--- src/rtl/sisc_pkg.sv ---
// Shared definitions for the SISC fetch path: opcodes, IR field positions,
// fetch FSM states and next-PC selector modes.
package sisc_pkg;

    // Opcode values carried in ir[31:28]
    localparam logic [3:0] NOOP   = 4'd0;
    localparam logic [3:0] LOD    = 4'd1;
    localparam logic [3:0] STR    = 4'd2;
    localparam logic [3:0] SWP    = 4'd3;
    localparam logic [3:0] BRA    = 4'd4;
    localparam logic [3:0] BRR    = 4'd5;
    localparam logic [3:0] BNE    = 4'd6;
    localparam logic [3:0] BNR    = 4'd7;
    localparam logic [3:0] ALU_OP = 4'd8;
    localparam logic [3:0] HLT    = 4'd15;

    // Instruction register field positions (MSB of each field)
    localparam int OPC_MSB = 31;
    localparam int MM_MSB  = 27;
    localparam int IMM_MSB = 15;
    localparam int FIELD_W = 4;
    localparam int IMM_W   = 16;

    // Fetch FSM states
    typedef enum logic [0:0] {
        ST_IDLE = 1'b0,
        ST_REQ  = 1'b1
    } fetch_state_e;

    // Next-PC source selection
    typedef enum logic [1:0] {
        PC_INC = 2'd0,
        PC_ABS = 2'd1,
        PC_REL = 2'd2
    } pc_mode_e;

    // A fetch is requested only by the exact ir_load + pc_write + increment combination
    function automatic logic is_fetch_cmd(input logic ir_load, input logic pc_write,
                                          input logic pc_sel);
        return ir_load & pc_write & ~pc_sel;
    endfunction

    // A branch is a PC write selecting the target, without an IR load
    function automatic logic is_branch_cmd(input logic ir_load, input logic pc_write,
                                           input logic pc_sel);
        return ~ir_load & pc_write & pc_sel;
    endfunction

endpackage

--- src/rtl/sisc_fetch_unit_if.sv ---
// Instruction memory request/acknowledge bus between the fetch unit and imem.
interface sisc_fetch_unit_if #(
    parameter int AW = 16,
    parameter int IW = 32
);
    logic          imem_req;
    logic [AW-1:0] imem_addr;
    logic          imem_ack;
    logic [IW-1:0] imem_rdata;

    modport master (
        output imem_req,
        output imem_addr,
        input  imem_ack,
        input  imem_rdata
    );

    modport slave (
        input  imem_req,
        input  imem_addr,
        output imem_ack,
        output imem_rdata
    );
endinterface

--- src/rtl/sisc_pc_next.sv ---
// Combinational next-PC selector: increment, absolute target, or PC-relative
// target. All arithmetic wraps modulo 2^AW.
module sisc_pc_next
    import sisc_pkg::*;
#(
    parameter int AW = 16
) (
    input  pc_mode_e      mode,
    input  logic [AW-1:0] pc,
    input  logic [15:0]   imm,
    output logic [AW-1:0] pc_next
);

    logic [AW-1:0] imm_ext_s;

    // The immediate is truncated or zero-extended to the PC width
    if (AW <= 16) begin : g_imm_trunc
        assign imm_ext_s = imm[AW-1:0];
    end else begin : g_imm_ext
        assign imm_ext_s = {{(AW-16){1'b0}}, imm};
    end

    // Select the next PC value according to the requested mode
    always_comb begin
        pc_next = pc + {{(AW-1){1'b0}}, 1'b1};
        case (mode)
            PC_INC:  pc_next = pc + {{(AW-1){1'b0}}, 1'b1};
            PC_ABS:  pc_next = imm_ext_s;
            PC_REL:  pc_next = pc + imm_ext_s;
            default: pc_next = pc + {{(AW-1){1'b0}}, 1'b1};
        endcase
    end

endmodule

--- src/rtl/sisc_fetch_unit.sv ---
// SISC instruction-fetch responder: owns PC and IR, executes controller
// PC/IR commands, fetches from imem over req/ack with a timeout, and
// reports busy and sticky fault status.
module sisc_fetch_unit
    import sisc_pkg::*;
#(
    parameter int AW      = 16,
    parameter int IW      = 32,
    parameter int TIMEOUT = 15
) (
    input  logic                clk,
    input  logic                rst_f,
    input  logic                pc_rst,
    input  logic                pc_write,
    input  logic                pc_sel,
    input  logic                br_sel,
    input  logic                ir_load,
    sisc_fetch_unit_if.master   imem,
    output logic [AW-1:0]       pc,
    output logic [IW-1:0]       ir,
    output logic [3:0]          opcode,
    output logic [3:0]          mm,
    output logic [15:0]         imm,
    output logic                busy,
    output logic                fault
);

    // Counter only needs to reach TIMEOUT-1
    localparam int CW = (TIMEOUT < 2) ? 1 : $clog2(TIMEOUT);
    localparam logic [CW-1:0] TO_LAST = CW'(TIMEOUT - 1);

    fetch_state_e  state_r, state_nxt_s;
    logic [AW-1:0] pc_r, pc_nxt_s, pc_target_s;
    logic [IW-1:0] ir_r, ir_nxt_s;
    logic          req_r, req_nxt_s;
    logic [AW-1:0] addr_r, addr_nxt_s;
    logic          busy_r, busy_nxt_s;
    logic          fault_r, fault_nxt_s;
    logic [CW-1:0] cnt_r, cnt_nxt_s;
    pc_mode_e      pc_mode_s;
    logic [15:0]   imm_s;

    assign imm_s = ir_r[IMM_MSB -: IMM_W];

    // Choose the next-PC source from state and command inputs only
    always_comb begin
        pc_mode_s = PC_INC;
        if ((state_r == ST_IDLE) && is_branch_cmd(ir_load, pc_write, pc_sel)) begin
            pc_mode_s = br_sel ? PC_ABS : PC_REL;
        end else begin
            pc_mode_s = PC_INC;
        end
    end

    sisc_pc_next #(.AW(AW)) u_pc_next (
        .mode    (pc_mode_s),
        .pc      (pc_r),
        .imm     (imm_s),
        .pc_next (pc_target_s)
    );

    // Fetch FSM next-state and next-register values; pc_rst overrides everything
    always_comb begin
        state_nxt_s = state_r;
        pc_nxt_s    = pc_r;
        ir_nxt_s    = ir_r;
        req_nxt_s   = req_r;
        addr_nxt_s  = addr_r;
        busy_nxt_s  = busy_r;
        fault_nxt_s = fault_r;
        cnt_nxt_s   = cnt_r;
        if (pc_rst) begin
            state_nxt_s = ST_IDLE;
            pc_nxt_s    = '0;
            ir_nxt_s    = '0;
            req_nxt_s   = 1'b0;
            addr_nxt_s  = '0;
            busy_nxt_s  = 1'b0;
            fault_nxt_s = 1'b0;
            cnt_nxt_s   = '0;
        end else begin
            case (state_r)
                ST_IDLE: begin
                    if (is_fetch_cmd(ir_load, pc_write, pc_sel)) begin
                        state_nxt_s = ST_REQ;
                        req_nxt_s   = 1'b1;
                        addr_nxt_s  = pc_r;
                        busy_nxt_s  = 1'b1;
                        cnt_nxt_s   = '0;
                    end else if (is_branch_cmd(ir_load, pc_write, pc_sel)) begin
                        pc_nxt_s = pc_target_s;
                    end else begin
                        pc_nxt_s = pc_r;
                    end
                end
                ST_REQ: begin
                    // Commands during a fetch are dropped but flagged
                    if (pc_write || ir_load) begin
                        fault_nxt_s = 1'b1;
                    end else begin
                        fault_nxt_s = fault_r;
                    end
                    if (imem.imem_ack) begin
                        ir_nxt_s    = imem.imem_rdata;
                        pc_nxt_s    = pc_target_s;
                        req_nxt_s   = 1'b0;
                        busy_nxt_s  = 1'b0;
                        cnt_nxt_s   = '0;
                        state_nxt_s = ST_IDLE;
                    end else if (cnt_r == TO_LAST) begin
                        fault_nxt_s = 1'b1;
                        req_nxt_s   = 1'b0;
                        busy_nxt_s  = 1'b0;
                        cnt_nxt_s   = '0;
                        state_nxt_s = ST_IDLE;
                    end else begin
                        cnt_nxt_s = cnt_r + CW'(1);
                    end
                end
                default: begin
                    state_nxt_s = ST_IDLE;
                    req_nxt_s   = 1'b0;
                    busy_nxt_s  = 1'b0;
                    cnt_nxt_s   = '0;
                end
            endcase
        end
    end

    // State and output registers with asynchronous active-low reset
    always_ff @(posedge clk or negedge rst_f) begin
        if (!rst_f) begin
            state_r <= ST_IDLE;
            pc_r    <= '0;
            ir_r    <= '0;
            req_r   <= 1'b0;
            addr_r  <= '0;
            busy_r  <= 1'b0;
            fault_r <= 1'b0;
            cnt_r   <= '0;
        end else begin
            state_r <= state_nxt_s;
            pc_r    <= pc_nxt_s;
            ir_r    <= ir_nxt_s;
            req_r   <= req_nxt_s;
            addr_r  <= addr_nxt_s;
            busy_r  <= busy_nxt_s;
            fault_r <= fault_nxt_s;
            cnt_r   <= cnt_nxt_s;
        end
    end

    assign imem.imem_req  = req_r;
    assign imem.imem_addr = addr_r;
    assign pc     = pc_r;
    assign ir     = ir_r;
    assign opcode = ir_r[OPC_MSB -: FIELD_W];
    assign mm     = ir_r[MM_MSB -: FIELD_W];
    assign imm    = imm_s;
    assign busy   = busy_r;
    assign fault  = fault_r;

endmodule

--- src/flat_wrapper.sv ---
// flat-port wrapper written by rule: the top's interface ports become plain ports
module sisc_fetch_unit_flat import sisc_pkg::*;
#(
    parameter int AW      = 16,
    parameter int IW      = 32,
    parameter int TIMEOUT = 15
)
  (clk, rst_f, pc_rst, pc_write, pc_sel, br_sel, ir_load, pc, ir, opcode, mm, imm, busy, fault, imem_imem_req, imem_imem_addr, imem_imem_ack, imem_imem_rdata);
  sisc_fetch_unit_if #(.AW(AW), .IW(IW)) imem_i ();
  input  logic clk;
  input  logic rst_f;
  input  logic pc_rst;
  input  logic pc_write;
  input  logic pc_sel;
  input  logic br_sel;
  input  logic ir_load;
  output logic [AW-1:0] pc;
  output logic [IW-1:0] ir;
  output logic [3:0] opcode;
  output logic [3:0] mm;
  output logic [15:0] imm;
  output logic busy;
  output logic fault;
  output wire logic [$bits(imem_i.imem_req)-1:0] imem_imem_req;
  output wire logic [$bits(imem_i.imem_addr)-1:0] imem_imem_addr;
  input wire logic [$bits(imem_i.imem_ack)-1:0] imem_imem_ack;
  input wire logic [$bits(imem_i.imem_rdata)-1:0] imem_imem_rdata;
  assign imem_imem_req = imem_i.imem_req;
  assign imem_imem_addr = imem_i.imem_addr;
  assign imem_i.imem_ack = imem_imem_ack;
  assign imem_i.imem_rdata = imem_imem_rdata;
  sisc_fetch_unit #(.AW(AW), .IW(IW), .TIMEOUT(TIMEOUT)) u_core (.clk(clk), .rst_f(rst_f), .pc_rst(pc_rst), .pc_write(pc_write), .pc_sel(pc_sel), .br_sel(br_sel), .ir_load(ir_load), .imem(imem_i), .pc(pc), .ir(ir), .opcode(opcode), .mm(mm), .imm(imm), .busy(busy), .fault(fault));
endmodule
--- config.mk ---
export PLATFORM = sky130hd
export DESIGN_NAME = sisc_fetch_unit_flat
export DESIGN_NICKNAME = d
export VERILOG_FILES = /design/src/rtl/sisc_pkg.sv /design/src/rtl/sisc_fetch_unit_if.sv /design/src/rtl/sisc_pc_next.sv /design/src/rtl/sisc_fetch_unit.sv /design/src/flat_wrapper.sv
export SDC_FILE = /design/constraint.sdc
export NUM_CORES = 1
export LEC_CHECK = 0
export CELL_PAD_IN_SITES_DETAIL_PLACEMENT = 1
export CELL_PAD_IN_SITES_GLOBAL_PLACEMENT = 1
export CORE_UTILIZATION = 37
export DETAILED_ROUTE_END_ITERATION = 12
export PLACE_DENSITY = 0.87
export SKIP_CTS_REPAIR_TIMING = 1
export SLEW_MARGIN = 20
export SYNTH_ARGS = -nofsm -noshare
export SYNTH_HDL_FRONTEND = slang
export SYNTH_SLANG_ARGS = --single-unit
--- constraint.sdc ---
create_clock -name clk -period 7.25 [get_ports clk]
set_input_delay 0.725 -clock clk [delete_from_list [all_inputs] [get_ports clk]]
set_output_delay 0.725 -clock clk [all_outputs]
set_load 0.005 [all_outputs]
# Yosys cells after proc, flatten, opt, wreduce, memory -nomap -nowiden
# Cells that the tools add are included.
dict set report classes {
  addsub 3
  n_bitwise 7
  mux 34
  n_reduce_logical 9
  eq_ne 9
}
# cell count
set ops {}
lappend ops {{$mux W16} 7}
lappend ops {{$mux W32} 3}
lappend ops {{$pmux W16 S2} 2}
lappend ops {{$add A16 B1 Y16 const B} 1}
lappend ops {{$add A16 B16 Y16} 1}
lappend ops {{$mux W4} 4}
lappend ops {{$mux W1} 13}
lappend ops {{$ne A3 B3 Y1 const B} 4}
lappend ops {{$pmux W4 S2} 1}
lappend ops {{$reduce_and A2 Y1} 3}
lappend ops {{$reduce_bool A2 Y1} 3}
lappend ops {{$add A4 B1 Y4 const B} 1}
lappend ops {{$and A1 B1 Y1} 4}
lappend ops {{$eq A4 B4 Y1 const B} 1}
lappend ops {{$mux W2} 2}
lappend ops {{$ne A4 B4 Y1 const B} 1}
lappend ops {{$pmux W1 S2} 2}
lappend ops {{$not A1 Y1} 3}
lappend ops {{$reduce_and A3 Y1} 1}
lappend ops {{$eq A2 B1 Y1 const B} 1}
lappend ops {{$eq A2 B2 Y1 const B} 1}
lappend ops {{$ne A2 B2 Y1 const B} 1}
lappend ops {{$logic_and A1 B1 Y1} 1}
lappend ops {{$logic_or A1 B1 Y1} 1}
dict set report totals {
  in_bits 40
  elab_cells 69
  ff_bits 71
}

# Longest topological paths before layout
dict set report depth {
  word_depth 11
  depth_mapped 13
  ltp_nobuf 12
}

# Modules after synthesis
# A second synthesis with hierarchy kept.
dict set report unflattened {
  hier_cells 445
  area_unflattened_um2 4172.8
}
# module n_inst seq_area_each_um2 area_per_inst_um2 cells_per_inst
set by_module_without_submodules {}
lappend by_module_without_submodules {sisc_fetch_unit 1 1776.7 3184.3 295}
lappend by_module_without_submodules {sisc_pc_next 1 0.0 988.4 150}

# Worst setup path after synthesis
# Ideal clock, no wire load.
dict set report synth_path {
  kind {input -> register}
  from {input port br_sel}
  to {register u_core.pc_r[12] (netlist: u_core.pc[12])}
  t_required_ns 7.126
  t_arrival_ns 2.974
  cell_stages 11
  path_buffers 0
  setup_ns 0.124
  slack_ns 4.153
  cell_sequence {nor4_2 nand2b_1 ha_1 fa_1 a21o_1 a21oi_1 nand2b_1 a31oi_2 a211oi_2 mux2i_1 o21ai_1}
}
dict set report synth_via {
  elab_chain_cells 8
  elab_cells_between_ends 10
}
# element line
set synth_lines {}
lappend synth_lines {{from (decl)} flat_wrapper.sv:15} ;# input logic br_sel;
lappend synth_lines {{$mux W2 (*)} sisc_fetch_unit.sv:49} ;# pc_mode_s = br_sel ? PC_ABS : PC_REL;
lappend synth_lines {{$mux W2 (*)} sisc_fetch_unit.sv:48} ;# if ((state_r == ST_IDLE) && is_branch_cmd(ir_load, pc_write, pc_sel)) begin
lappend synth_lines {{$eq A2 B2 Y1 / $eq A2 B1 Y1 (equally long branches)} sisc_pc_next.sv:26} ;# case (mode)
lappend synth_lines {{$pmux W16 S2 (*)} sisc_pc_next.sv:26}
lappend synth_lines {{$mux W16} sisc_fetch_unit.sv:90} ;# end else if (is_branch_cmd(ir_load, pc_write, pc_sel)) begin
lappend synth_lines {{$mux W16} sisc_fetch_unit.sv:84} ;# if (is_fetch_cmd(ir_load, pc_write, pc_sel)) begin
lappend synth_lines {{$pmux W16 S2 (*)} sisc_fetch_unit.sv:82} ;# case (state_r)
lappend synth_lines {{$mux W16 (*)} sisc_fetch_unit.sv:72} ;# if (pc_rst) begin
lappend synth_lines {{to (signal assigned)} sisc_fetch_unit.sv:143} ;# pc_r <= pc_nxt_s;
lappend synth_lines {{to (decl)} sisc_fetch_unit.sv:33} ;# logic [AW-1:0] pc_r, pc_nxt_s, pc_target_s;
# Every way passes the cells marked *; elsewhere a longest branch is shown, timed or not. The select of a mux whose other input is x is not followed.
# A chain may end at the register's enable or synchronous reset.

# Worst setup path in the final report
# Ends and elaborated chain as after synthesis.

==> metrics <==
run status complete, no violations; Final Hold Slack 491 ps; most common cell in the synthesized netlist sky130_fd_sc_hd__nand2_1; clk slew on worst S/H paths 80 ps; Rel. slew slack 27.7%; Die H 107 um; Finished Cell Area 5510 um2; clock tree from TritonCTS built; routed wire length 12000 um; Power Dens Cells 168 nW/um2; total via count after detailed routing 3691; Finish-stage setup viols 0; overall power 926 uW; total of warnings raised by yosys 0; minimum setup slack in the final design 3580 ps; post-route non-filler standard cell count 697; DRC violation count after routing 0; number of buffers on the longest clock path 2; max-slew violation count 0; total CTS buffers 9; count of distinct cell types in the synthesized netlist 52; area of the die 11500 um2; number of register bits inferred by synthesis 71; Pleak 2.34 nW; number of global-route vias before repair 3965; fmax 0.273 GHz; most frequent CP cell sky130_fd_sc_hd__nand2b_1; category of the worst setup path capture point register; final critical-path required period 3670 ps; number of enable flip-flop cells after synthesis 0; Post-Syn Nets 519; largest net degree at the start of global routing 72; violation count after the first detailed-route iteration 216; post-layout utilization of the core 52.5%; setup repair after global routing missed its margin false; deepest level of the CTS H-tree 3; GP Congestion 0.889; setup TNS 0 ps; Crit Path Max Fanout 16; worst path arrival time 3890 ps; share of the synthesized area in the top cell type 43.5%; number of failing hold endpoints at the final stage 0; Cell Rows 37; width of the die 107 um; ordered list of cells on the worst path clkdlybuf4s50_1 -> nor4_2 -> buf_4 -> nand2b_1 -> ha_1 -> fa_1 -> a21o_1 -> a21oi_1 -> nand2b_1 -> a31oi_2 -> a211oi_2 -> mux2i_1 -> o21ai_1; classification of the worst-slack hold path in -> async; signed area change from the synthesized netlist to the final layout 35.0%; crit path buf inv count 2; post-synth top area cell sky130_fd_sc_hd__dfrtp_1; sequential element share of the synthesized area 43.5%; starting density of the core 38.8%; fraction of registers with async set/reset 100%; endpoint of the worst-slack reg-to-reg timing path u_core.pc[12]; number of optimization iterations in the first detailed-route pass 7; initial antenna violation count 0; # diodes 0; final routed wire length divided by cell count 17.3 um; cell count after placement 681; cell types with the highest counts after synthesis 87 x sky130_fd_sc_hd__nand2_1, 71 x sky130_fd_sc_hd__dfrtp_1, 58 x sky130_fd_sc_hd__o21ai_0; gate family responsible for the most delay along the worst path compound AO/OA/AOI/OAI gates; path depth of the worst reg2reg path 12; Clk Latency, worst-skew pair 350 ps; total number of nets in the final design 614; launch instance of the worst register-to-register path u_core.state_r; worst supply voltage drop on vdd 0.0990 mV; Avg Synthesized Cell Area 8.86 um2; Placeable Area 10500 um2; pre-CTS WS 3260 ps; remaining global-route overflow 0; crit share post-route 50.6%; biggest cell delay along the critical path 490 ps; Worst Path Class, Setup in -> reg; synth top area cells sky130_fd_sc_hd__dfrtp_1 44%, sky130_fd_sc_hd__nand2_1 8.0%, sky130_fd_sc_hd__o21ai_0 7.1%, sky130_fd_sc_hd__nand2b_1 5.4%, sky130_fd_sc_hd__ha_1 5.2%; # port buffers 130; Max Cap Viol 0; cell at the root of the clock tree sky130_fd_sc_hd__clkbuf_8; Critical Path Slowest Stage Cell sky130_fd_sc_hd__clkdlybuf4s50_1; number of I/O pins 131; Total GRT Usage 22.2%; total standard cell area after synthesis 4080 um2; sum of net half-perimeters after detailed placement 8730 um; register-to-register setup slack 3930 ps; proportion of layout cells with a drive suffix above 1 6.95%; via/cell ratio 5.30; first-pass GRT wire length 19900 um; required time at the worst-slack endpoint 7470 ps; category of the worst setup path launch point input port; most used flip-flop cell after synthesis sky130_fd_sc_hd__dfrtp_1; placed standard-cell area 5300 um2; number of instances in the synthesized netlist 461; slew of the pin with the lowest slew margin 1080 ps; clock skew after layout 12.6 ps; count of clock tree sinks 71; number of routed nets with antenna violations 0
==> worst max path at each step <==
stage	startpoint	to	slack (ps)	depth (start not counted)
finish	br_sel	u_core.pc[12]	3580	13
global route	br_sel	u_core.pc[12]	3470	13
CTS	br_sel	u_core.pc[12]	3610	13
detailed placement	br_sel	u_core.pc[12]	3260	13
global placement	br_sel	u_core.pc[12]	3390	13
floorplan	br_sel	u_core.pc[12]	4150	11
==> flip-flops by register name, indices dropped and copies added (netlist names) <==
| signal | flops |
|---|---|
| u_core.cnt_r | 4 |
| u_core.ir | 32 |
| u_core.imem.imem_addr | 16 |
| u_core.state_r | 1 |
| u_core.fault | 1 |
| u_core.imem.imem_req | 1 |
| u_core.pc | 16 |
==> layer usage <==
metal	up-vias	track usage [%]	share of wire (%)
met2	128	37.8	48
met1	1801	27.2	44
met3	27	5.53	6.1
li1	1735	-	-
met5	-	0	0
met4	0	7.63	2.0
==> logic make-up (layout without fill, tap and decap cells) <==
| group | Yosys count | in the layout | share of synthesized area, % |
|---|---|---|---|
| compound gates | 124 | 124 | 17.8 |
| xor+xnor | 14 | 14 | 3.00 |
| fa+ha+maj | 18 | 18 | 5.70 |
| buf+inv | 51 | 151 | 7.05 |
| flops | 71 | 71 | 43.5 |
| mux | 6 | 6 | 1.47 |
| simple gates | 177 | 177 | 21.4 |
==> placed cells by master, fill, tap and decap left out, types with 3 or more instances in the layout <==
master / count
sky130_fd_sc_hd__clkdlybuf4s50_1: 128
sky130_fd_sc_hd__nand2_1: 87
sky130_fd_sc_hd__dfrtp_1: 71
sky130_fd_sc_hd__o21ai_0: 58
sky130_fd_sc_hd__nand2b_1: 35
sky130_fd_sc_hd__a21oi_1: 31
sky130_fd_sc_hd__ha_1: 17
sky130_fd_sc_hd__and2_1: 14
sky130_fd_sc_hd__nor2_1: 11
sky130_fd_sc_hd__a22oi_1: 9
sky130_fd_sc_hd__clkbuf_8: 9
sky130_fd_sc_hd__xor2_1: 8
sky130_fd_sc_hd__nand3_1: 7
sky130_fd_sc_hd__mux2i_1: 6
sky130_fd_sc_hd__xnor2_1: 6
sky130_fd_sc_hd__or2_2: 4
sky130_fd_sc_hd__a21o_1: 4
sky130_fd_sc_hd__o21ai_1: 4
sky130_fd_sc_hd__buf_4: 4
sky130_fd_sc_hd__nor2b_1: 3
sky130_fd_sc_hd__nor3_1: 3
==> power breakdown <==
part	internal (mW)	switching (mW)	leakage [nW]	total, mW
registers	0.413	0.0212	0.959	0.434
logic	0.0826	0.0611	1.28	0.144
clock network	0.193	0.155	0.102	0.348
total	0.688	0.237	2.34	0.926
==> layout make-up <==
class / count / area, um2
Fill cell: 1230 / 5000
Clock buffer: 10 / 128
Timing Repair Buffer: 133 / 1320
Multi-Input combinational cell: 339 / 2030
Inverter: 2 / 7.51
Clock inverter: 6 / 85.1
Tap cell: 136 / 170
Sequential cell: 71 / 1780
Note: power is estimated with default switching activity, not from simulation.
